**src/rtl/shared_reg_arbiter.sv**
```systemverilog
// shared_reg_arbiter
//   Round-robin arbiter that owns a single W-bit holding register shared by
//   N requesters. One requester at a time is granted. Its data is loaded into
//   q, and q is held for HOLD extra cycles before the next arbitration.
//
// Handshake: requester i transfers on a rising clk edge where
//   req_valid[i] && req_ready[i]. req_ready is one-hot or zero and is a
//   decode of registered state, gated only by clr. A requester that drops
//   valid while granted simply loses that grant.
//
// Ports
//   clk        rising-edge clock
//   rst_n      asynchronous active-low reset
//   clr        synchronous clear of q and the FSM (priority pointer kept)
//   req_valid  [N]    per-requester valid
//   req_data   [N*W]  requester i data at [i*W +: W]
//   req_ready  [N]    one-hot accept
//   q          [W]    shared register
//   q_owner    [OW]   requester that last loaded q
//   q_valid    q holds data loaded since reset/clr
//   upd        one-cycle pulse in the cycle after a load
//   fsm_state  [2]    debug view of the FSM (0 idle, 1 grant, 2 hold)
module shared_reg_arbiter #(
  parameter int N    = 4,
  parameter int W    = 8,
  parameter int HOLD = 2,
  localparam int OW  = (N > 1) ? $clog2(N) : 1
) (
  input  logic           clk,
  input  logic           rst_n,
  input  logic           clr,
  input  logic [N-1:0]   req_valid,
  input  logic [N*W-1:0] req_data,
  output logic [N-1:0]   req_ready,
  output logic [W-1:0]   q,
  output logic [OW-1:0]  q_owner,
  output logic           q_valid,
  output logic           upd,
  output logic [1:0]     fsm_state
);

  typedef enum logic [1:0] {
    ST_IDLE  = 2'd0,
    ST_GRANT = 2'd1,
    ST_HOLD  = 2'd2
  } state_t;

  localparam logic [3:0] HOLD_CNT = 4'(HOLD);

  state_t         state;
  logic [OW-1:0]  gnt;
  logic [OW-1:0]  last;
  logic [3:0]     cnt;

  logic           pick_found;
  logic [OW-1:0]  pick_idx;
  logic [OW-1:0]  cand_w;
  int             cand;
  logic [W-1:0]   gnt_data;
  logic           gnt_valid;

  // Round-robin search: first valid index at last+1, last+2, ... mod N.
  always_comb begin
    pick_found = 1'b0;
    pick_idx   = '0;
    cand       = 0;
    cand_w     = '0;
    for (int i = 1; i <= N; i++) begin
      cand   = (int'(last) + i) % N;
      cand_w = OW'(cand);
      if (!pick_found && req_valid[cand_w]) begin
        pick_found = 1'b1;
        pick_idx   = cand_w;
      end
    end
  end

  // Data and valid of the currently granted requester.
  always_comb begin
    gnt_data = '0;
    for (int i = 0; i < N; i++) begin
      if (OW'(i) == gnt) gnt_data = req_data[i*W +: W];
    end
    gnt_valid = req_valid[gnt];
  end

  always_comb begin
    req_ready = '0;
    if (state == ST_GRANT && !clr) req_ready[gnt] = 1'b1;
  end

  assign fsm_state = state;

  always_ff @(posedge clk or negedge rst_n) begin
    if (!rst_n) begin
      state   <= ST_IDLE;
      gnt     <= '0;
      last    <= OW'(N - 1);
      cnt     <= '0;
      q       <= '0;
      q_owner <= '0;
      q_valid <= 1'b0;
      upd     <= 1'b0;
    end else if (clr) begin
      // Pointer survives a clear so fairness is not reset by software.
      state   <= ST_IDLE;
      cnt     <= '0;
      q       <= '0;
      q_owner <= '0;
      q_valid <= 1'b0;
      upd     <= 1'b0;
    end else begin
      upd <= 1'b0;
      case (state)
        ST_IDLE: begin
          if (pick_found) begin
            gnt   <= pick_idx;
            state <= ST_GRANT;
          end
        end
        ST_GRANT: begin
          if (gnt_valid) begin
            q       <= gnt_data;
            q_owner <= gnt;
            q_valid <= 1'b1;
            upd     <= 1'b1;
            last    <= gnt;
            if (HOLD == 0) begin
              state <= ST_IDLE;
            end else begin
              cnt   <= HOLD_CNT;
              state <= ST_HOLD;
            end
          end else begin
            // Withdrawn request: no transfer, pointer untouched.
            state <= ST_IDLE;
          end
        end
        ST_HOLD: begin
          cnt <= cnt - 4'd1;
          if (cnt == 4'd1) state <= ST_IDLE;
        end
        default: state <= ST_IDLE;
      endcase
    end
  end

endmodule

```
**config.mk**
```make
export PLATFORM = sky130hd
export DESIGN_NAME = shared_reg_arbiter
export DESIGN_NICKNAME = d
export VERILOG_FILES = /design/src/rtl/shared_reg_arbiter.sv
export SDC_FILE = /design/constraint.sdc
export NUM_CORES = 1
export LEC_CHECK = 0
export BUFFER_PORTS_ARGS = -buffer_cell sky130_fd_sc_hd__buf_2
export CORE_MARGIN = 3
export CORE_UTILIZATION = 40
export DETAILED_ROUTE_END_ITERATION = 10
export HOLD_SLACK_MARGIN = 0.12
export PLACE_DENSITY = 0.76
export SLEW_MARGIN = 20
export SYNTH_ARGS = -nofsm -noshare
export SYNTH_HDL_FRONTEND = slang
export SYNTH_SLANG_ARGS = --single-unit
export TNS_END_PERCENT = 30
```
**constraint.sdc**
```tcl
create_clock -name clk -period 1.76 [get_ports clk]
set_input_delay 0.088 -clock clk [delete_from_list [all_inputs] [get_ports clk]]
set_output_delay 0.088 -clock clk [all_outputs]
set_load 0.05 [all_outputs]
```
Word level (Yosys, flattened, before mapping):

Index checks and enable logic that the tools add are counted.

* register bits after elaboration: 22
* logic and storage cells: 93

* multiplexer cells: 45
* reductions and logical operators: 19
* magnitude comparators: 6
* eq/ne operators: 9
* $add $sub $neg: 5
* bitwise operators: 1

Operators by type and width (count)
* 2-to-1 mux 8 bit: 7
* 2-to-1 mux 2 bit: 11
* 2-to-1 mux 1 bit: 16
* < comparator 2 x 3 -> 1 bit, second input constant: 5
* 2-to-1 mux 4 bit: 3
* binary-select mux 1 bit (select 2 bit): 5
* != test 3 bit, second input constant: 3
* one-hot mux 4 bit (2 select lines): 1
* one-hot mux 2 bit (3 select lines): 1
* AND reduction 2 bit: 3
* AND reduction 3 bit: 2
* logical AND 1 bit: 5
* adder 2 x 1 -> 2 bit, second input constant: 2
* adder 2 bit, second input constant: 2
* == test 2 bit, first input constant: 2
* == test 4 x 1 -> 1 bit, second input constant: 1
* logical NOT 1 bit: 4
* logical NOT 2 bit: 2
* nonzero test 2 bit: 2
* subtractor 4 x 1 -> 4 bit, second input constant: 1
* nonzero test 3 bit: 1
* demux 1 bit (select 2 bit): 1
* == test 1 x 2 -> 1 bit, first input constant: 1
* == test 2 x 1 -> 1 bit, second input constant: 1
* 3 further kinds: 3

Depth between registers and ports, before layout:

* depth in word-level cells: 16
* gate-level depth with buffers: 5

Worst setup path after synthesis:

No wires, ideal clock.

* path kind: reg2out
* start: register state[0] (netlist: fsm_state[0])
* end: output port req_ready[0]
* stages on the path, launching flop included: 3
* setup slack: -635 ps
* data arrival time: 2307 ps
* cells stage by stage: dfrtp_1 nor3b_1 nor3b_1

* longest elaborated chain between the ends: 3

RTL lines
* start, declared: line 50 `state_t state;`
* start signal, assigned: line 96 `state <= ST_IDLE;`
* start signal, assigned: line 106 `state <= ST_IDLE;`
* start signal, assigned: line 118 `state <= ST_GRANT;`
* == test 2 x 1 -> 1 bit: line 89 `if (state == ST_GRANT && !clr) req_ready[gnt] = 1'b1;`
* logical AND 1 bit: line 89
* 2-to-1 mux 4 bit: line 89
* end, declared: line 34 `output logic [N-1:0] req_ready,`

No other way between the ends.

Final worst setup path:

* start: register state[1] (netlist: fsm_state[1])
* end: output port req_ready[3]

Same word-level chain as after synthesis.

==> results.sh <==
export IMPL_floorplan_initialDensity_pct=44.0
export IMPL_power_switching_mw=1.01
export IMPL_synth_main_ff_cell="sky130_fd_sc_hd__dfrtp_1"
export IMPL_drt_initial_drc_count=83
export IMPL_cap_viol_max_count=0
export IMPL_rsz0062_at_grt="no"
export IMPL_num_vias=1318
export IMPL_drt_wl_total_um=3680
export IMPL_gpl_final_weighted_congestion=0.881
export IMPL_critical_path_cell_chain="nor3b_2 > buf_4 > and3_1 > buf_2"
export IMPL_critical_path_reg2reg_startpoint="gnt[1]$_DFFE_PN0P_"
export IMPL_syn_to_final_growth_pct=29.5
export IMPL_setup_worst_path_end_class="primary output"
export IMPL_synth_top_cell_area_share_pct=35.5
export IMPL_tritoncts="yes"
export IMPL_finalSetupViolations=0
export IMPL_crit_fanout=7
export IMPL_final_setup_tns_ns=0
export IMPL_total_power_mw=2.43
export IMPL_cp_num_buf_inv=2
export IMPL_share_of_synthesized_area_occupied_by_flip_flops_and_latches_pct=39.2
export IMPL_worst_slew_margin_rel_pct=66.7
export IMPL_timing_final_crit_share_pct=94.3
export IMPL_outcome="complete, no violations"
export IMPL_hold_path_startpoint="req_valid[3]"
export IMPL_num_antenna_cells=0
export IMPL_setup_worst_path_class="reg -> out"
export IMPL_design_final_nets=231
export IMPL_h_tree_depth=1
export IMPL_yosysUniqueCellTypes=39
export IMPL_placedCellCount=227
export IMPL_worstRegToRegCells=4
export IMPL_post_route_drc_count=0
export IMPL_final_design_area_no_fill_um2=1830
export IMPL_clock_latency_ns=0.31
export IMPL_leakage_nw=0.870
export IMPL_final_max_slew_violation_count=0
export IMPL_sw_frac_of_total_pct=41.5
export IMPL_synth_area_leader_cell="sky130_fd_sc_hd__dfrtp_1"
export IMPL_fraction_of_final_layout_cells_with_drive_strength_greater_than_1_pct=48.1
export IMPL_final_util_pct=57.0
export IMPL_power_per_cell_area_nw_per_um2=1330
export IMPL_die_y_um=65.4
export IMPL_comb_power_share_pct=53.6
export IMPL_filler_cell_count=280
export IMPL_cts_root_buffer_cell="sky130_fd_sc_hd__clkbuf_4"
export IMPL_avgViaCountPerCell=5.66
export IMPL_timing_worst_slew_pin_value_ns=0.500
export IMPL_worstPathRequired_ns=1.67
export IMPL_hold_viol_final=0
export IMPL_numPortBuffers=56
export IMPL_die_area_um2=4270
export IMPL_cpMaxStageDelayCell="sky130_fd_sc_hd__dfrtp_1"
export IMPL_synth_avg_cell_area_um2=10.8
export IMPL_internal_power_mw=1.42
export IMPL_core_area_um2=3200
export IMPL_fin_crit_ns=1.66
export IMPL_rr_endpoint="q_owner[0]$_DFFE_PN0P_"
export IMPL_chipWidth_um=65.4
export IMPL_global_route_usage_total_pct=18.2
export IMPL_numClockSinks=22
export IMPL_dr_pass1_iters=4
export IMPL_critical_path_top_delay_family="flip-flops"
export IMPL_floorplan_rows=20
export IMPL_antenna_violations_before_repair=0
export IMPL_ys_ff_latch=22
export IMPL_grt_pass1_wl_um=6070
export IMPL_syn_nets=172
export IMPL_synth_warnings=0
export IMPL_grt_overflow_total=0
export IMPL_ff_latch_area_um2=553
export IMPL_most_numerous_cell_in_the_yosys_netlist="sky130_fd_sc_hd__dfrtp_1"
export IMPL_critPathMaxStageDelay_ns=0.48
export IMPL_worstHoldPathCells=3
export IMPL_ir_drop_mv=0.675
export IMPL_worstHoldEndpoint="gnt[1]$_DFFE_PN0P_"
export IMPL_synth_cell_area_um2=1410
export IMPL_maximum_number_of_pins_on_one_net_before_global_route_repair=23
export IMPL_fmax_ghz=0.603
export IMPL_path_clk_slew_ns=0.13
export IMPL_synth_instances=131
export IMPL_finish_cell_count_without_fillers=233
export IMPL_critical_path_startpoint="fsm_state[1]$_DFFE_PN0P_"
export IMPL_arrival_ns=1.57
export IMPL_cts_made_buffers=3
export IMPL_synth_area_top_cells="sky130_fd_sc_hd__dfrtp_1 (35%), sky130_fd_sc_hd__mux4_2 (14%), sky130_fd_sc_hd__a21bo_1 (6.4%), sky130_fd_sc_hd__a21oi_1 (4.6%), sky130_fd_sc_hd__nand3_1 (3.9%)"
export IMPL_seq_power_share_pct=30.4
export IMPL_ys_top_cells_by_count="sky130_fd_sc_hd__dfrtp_1 (20), sky130_fd_sc_hd__a21oi_1 (13), sky130_fd_sc_hd__nand3_1 (11)"
export IMPL_grt_pass1_vias=1248
export IMPL_multiInputGateArea_um2=786
export IMPL_min_delay_path_class="in -> reg"
export IMPL_max_clock_path_buffers=2
export IMPL_top_level_ports=57
export IMPL_wl_per_cell_um=15.8
export IMPL_share_of_power_burned_in_the_clock_network_pct=15.9
export IMPL_worst_r2r_setup_slack_ns=0.18
export IMPL_worst_setup_path_start_kind="register"
export IMPL_fin_skew_ns=0.0113
export IMPL_dpl_instance_area_um2=1740
export IMPL_final_antenna_net_count=0
export IMPL_synth_edf_count=0
export IMPL_postSynth_asyncResetShare_pct=100
export IMPL_detailed_place_hpwl_um=2910
[area by class of cell]
class	count	area share [%]
repair buffers	65	19.6
clock inverters	1	1.64
well taps	44	3.01
inverters	6	1.23
multi-input cells	92	43.0
flip-flops and latches	22	30.3
clock buffers	3	1.23
[metrics by stage]
step,setup WS (ns),hold WS (ns)
2_1_floorplan,-0.157,-0.208
3_3_place_gp,0.284,0.0785
3_5_place_dp,0.208,0.0946
4_1_cts,0.0226,0.138
5_1_grt,0.0213,0.140
6_report,0.101,0.139
[registers in the layout, summed over array words and instances (netlist names)]
register and count:
upd 1, fsm_state 2, last 2, cnt 4, q_owner 2, q 8
gnt 2, q_valid 1
[cells by family after synthesis]
group                    Yosys count  synth area share [%]
XOR/XNOR                           1                 0.621
adder cells (fa/ha/maj)            2                  1.77
buffers and inverters             17                  5.94
AND/OR/NAND/NOR                   38                  15.1
multiplexers                      14                  18.2
AO/OA/AOI/OAI                     37                  19.2
flip-flops                        22                  39.2
[repair_timing]
action	in CTS	in global routing
buffers inserted	0	0
hold buffers	2	0
setup endpoints to repair	2	4
resized for setup	2	1
hold endpoints to repair	23	0
pin swaps	0	0
[worst max path at each step]
stage | cells after the start | end | slack (ns)
after floorplan | 2 | req_ready[0] | -0.16
after global placement | 3 | last[0]$_DFFE_PN1P_ | 0.28
after detailed placement | 4 | q_owner[0]$_DFFE_PN0P_ | 0.21
after CTS | 4 | req_ready[3] | 0.02
after global routing | 4 | req_ready[3] | 0.02
final | 4 | req_ready[3] | 0.10
[tightest hold or removal path: stages]
cell	delay (ns)
sky130_fd_sc_hd__buf_2	0.14
sky130_fd_sc_hd__nor2_1	0.11
sky130_fd_sc_hd__o41ai_1	0.09
[placed cells by master (no fill, tap or decap), types with 2 or more instances in the layout]
cell                             n
sky130_fd_sc_hd__ha_1            2
sky130_fd_sc_hd__clkbuf_4        3
sky130_fd_sc_hd__dfstp_2         2
sky130_fd_sc_hd__nor2b_1         2
sky130_fd_sc_hd__nand2b_1        3
sky130_fd_sc_hd__buf_2          54
sky130_fd_sc_hd__nand2_1         4
sky130_fd_sc_hd__mux2_2          3
sky130_fd_sc_hd__nor2_1          5
sky130_fd_sc_hd__nand3_1        11
sky130_fd_sc_hd__nor3_1          2
sky130_fd_sc_hd__a21oi_1        13
sky130_fd_sc_hd__inv_1           6
sky130_fd_sc_hd__nor3b_2         2
sky130_fd_sc_hd__buf_4           9
sky130_fd_sc_hd__mux4_2          9
sky130_fd_sc_hd__mux2i_1         2
sky130_fd_sc_hd__dfrtp_1        20
sky130_fd_sc_hd__dlygate4sd3_1   2
sky130_fd_sc_hd__o41ai_1         2
sky130_fd_sc_hd__o21ai_0         4
sky130_fd_sc_hd__a21bo_1         9
[power by group through the flow]
| stage | Sequential, mW | Combinational [mW] | Clock (mW) |
|---|---|---|---|
| final | 0.739 | 1.30 | 0.387 |
| after CTS | 0.737 | 1.30 | 0.393 |
| after global placement | 0.739 | 1.25 | 0 |
| after detailed placement | 0.748 | 1.29 | 0 |
| after global routing | 0.756 | 1.40 | 0.415 |
| after floorplan | 0.922 | 0.837 | 0 |
[per-layer routing]
layer | up-vias | global-route usage (%) | wire length (um) | share of wire, %
li1 | 603 | - | - | -
met1 | 645 | 24.0 | 1530 | 41
met2 | 62 | 30.1 | 1840 | 50
met3 | 8 | 4.27 | 258 | 7.0
met4 | 0 | 4.66 | 61 | 1.7
met5 | - | 0 | 0 | 0
(Power assumes the default switching activity.)
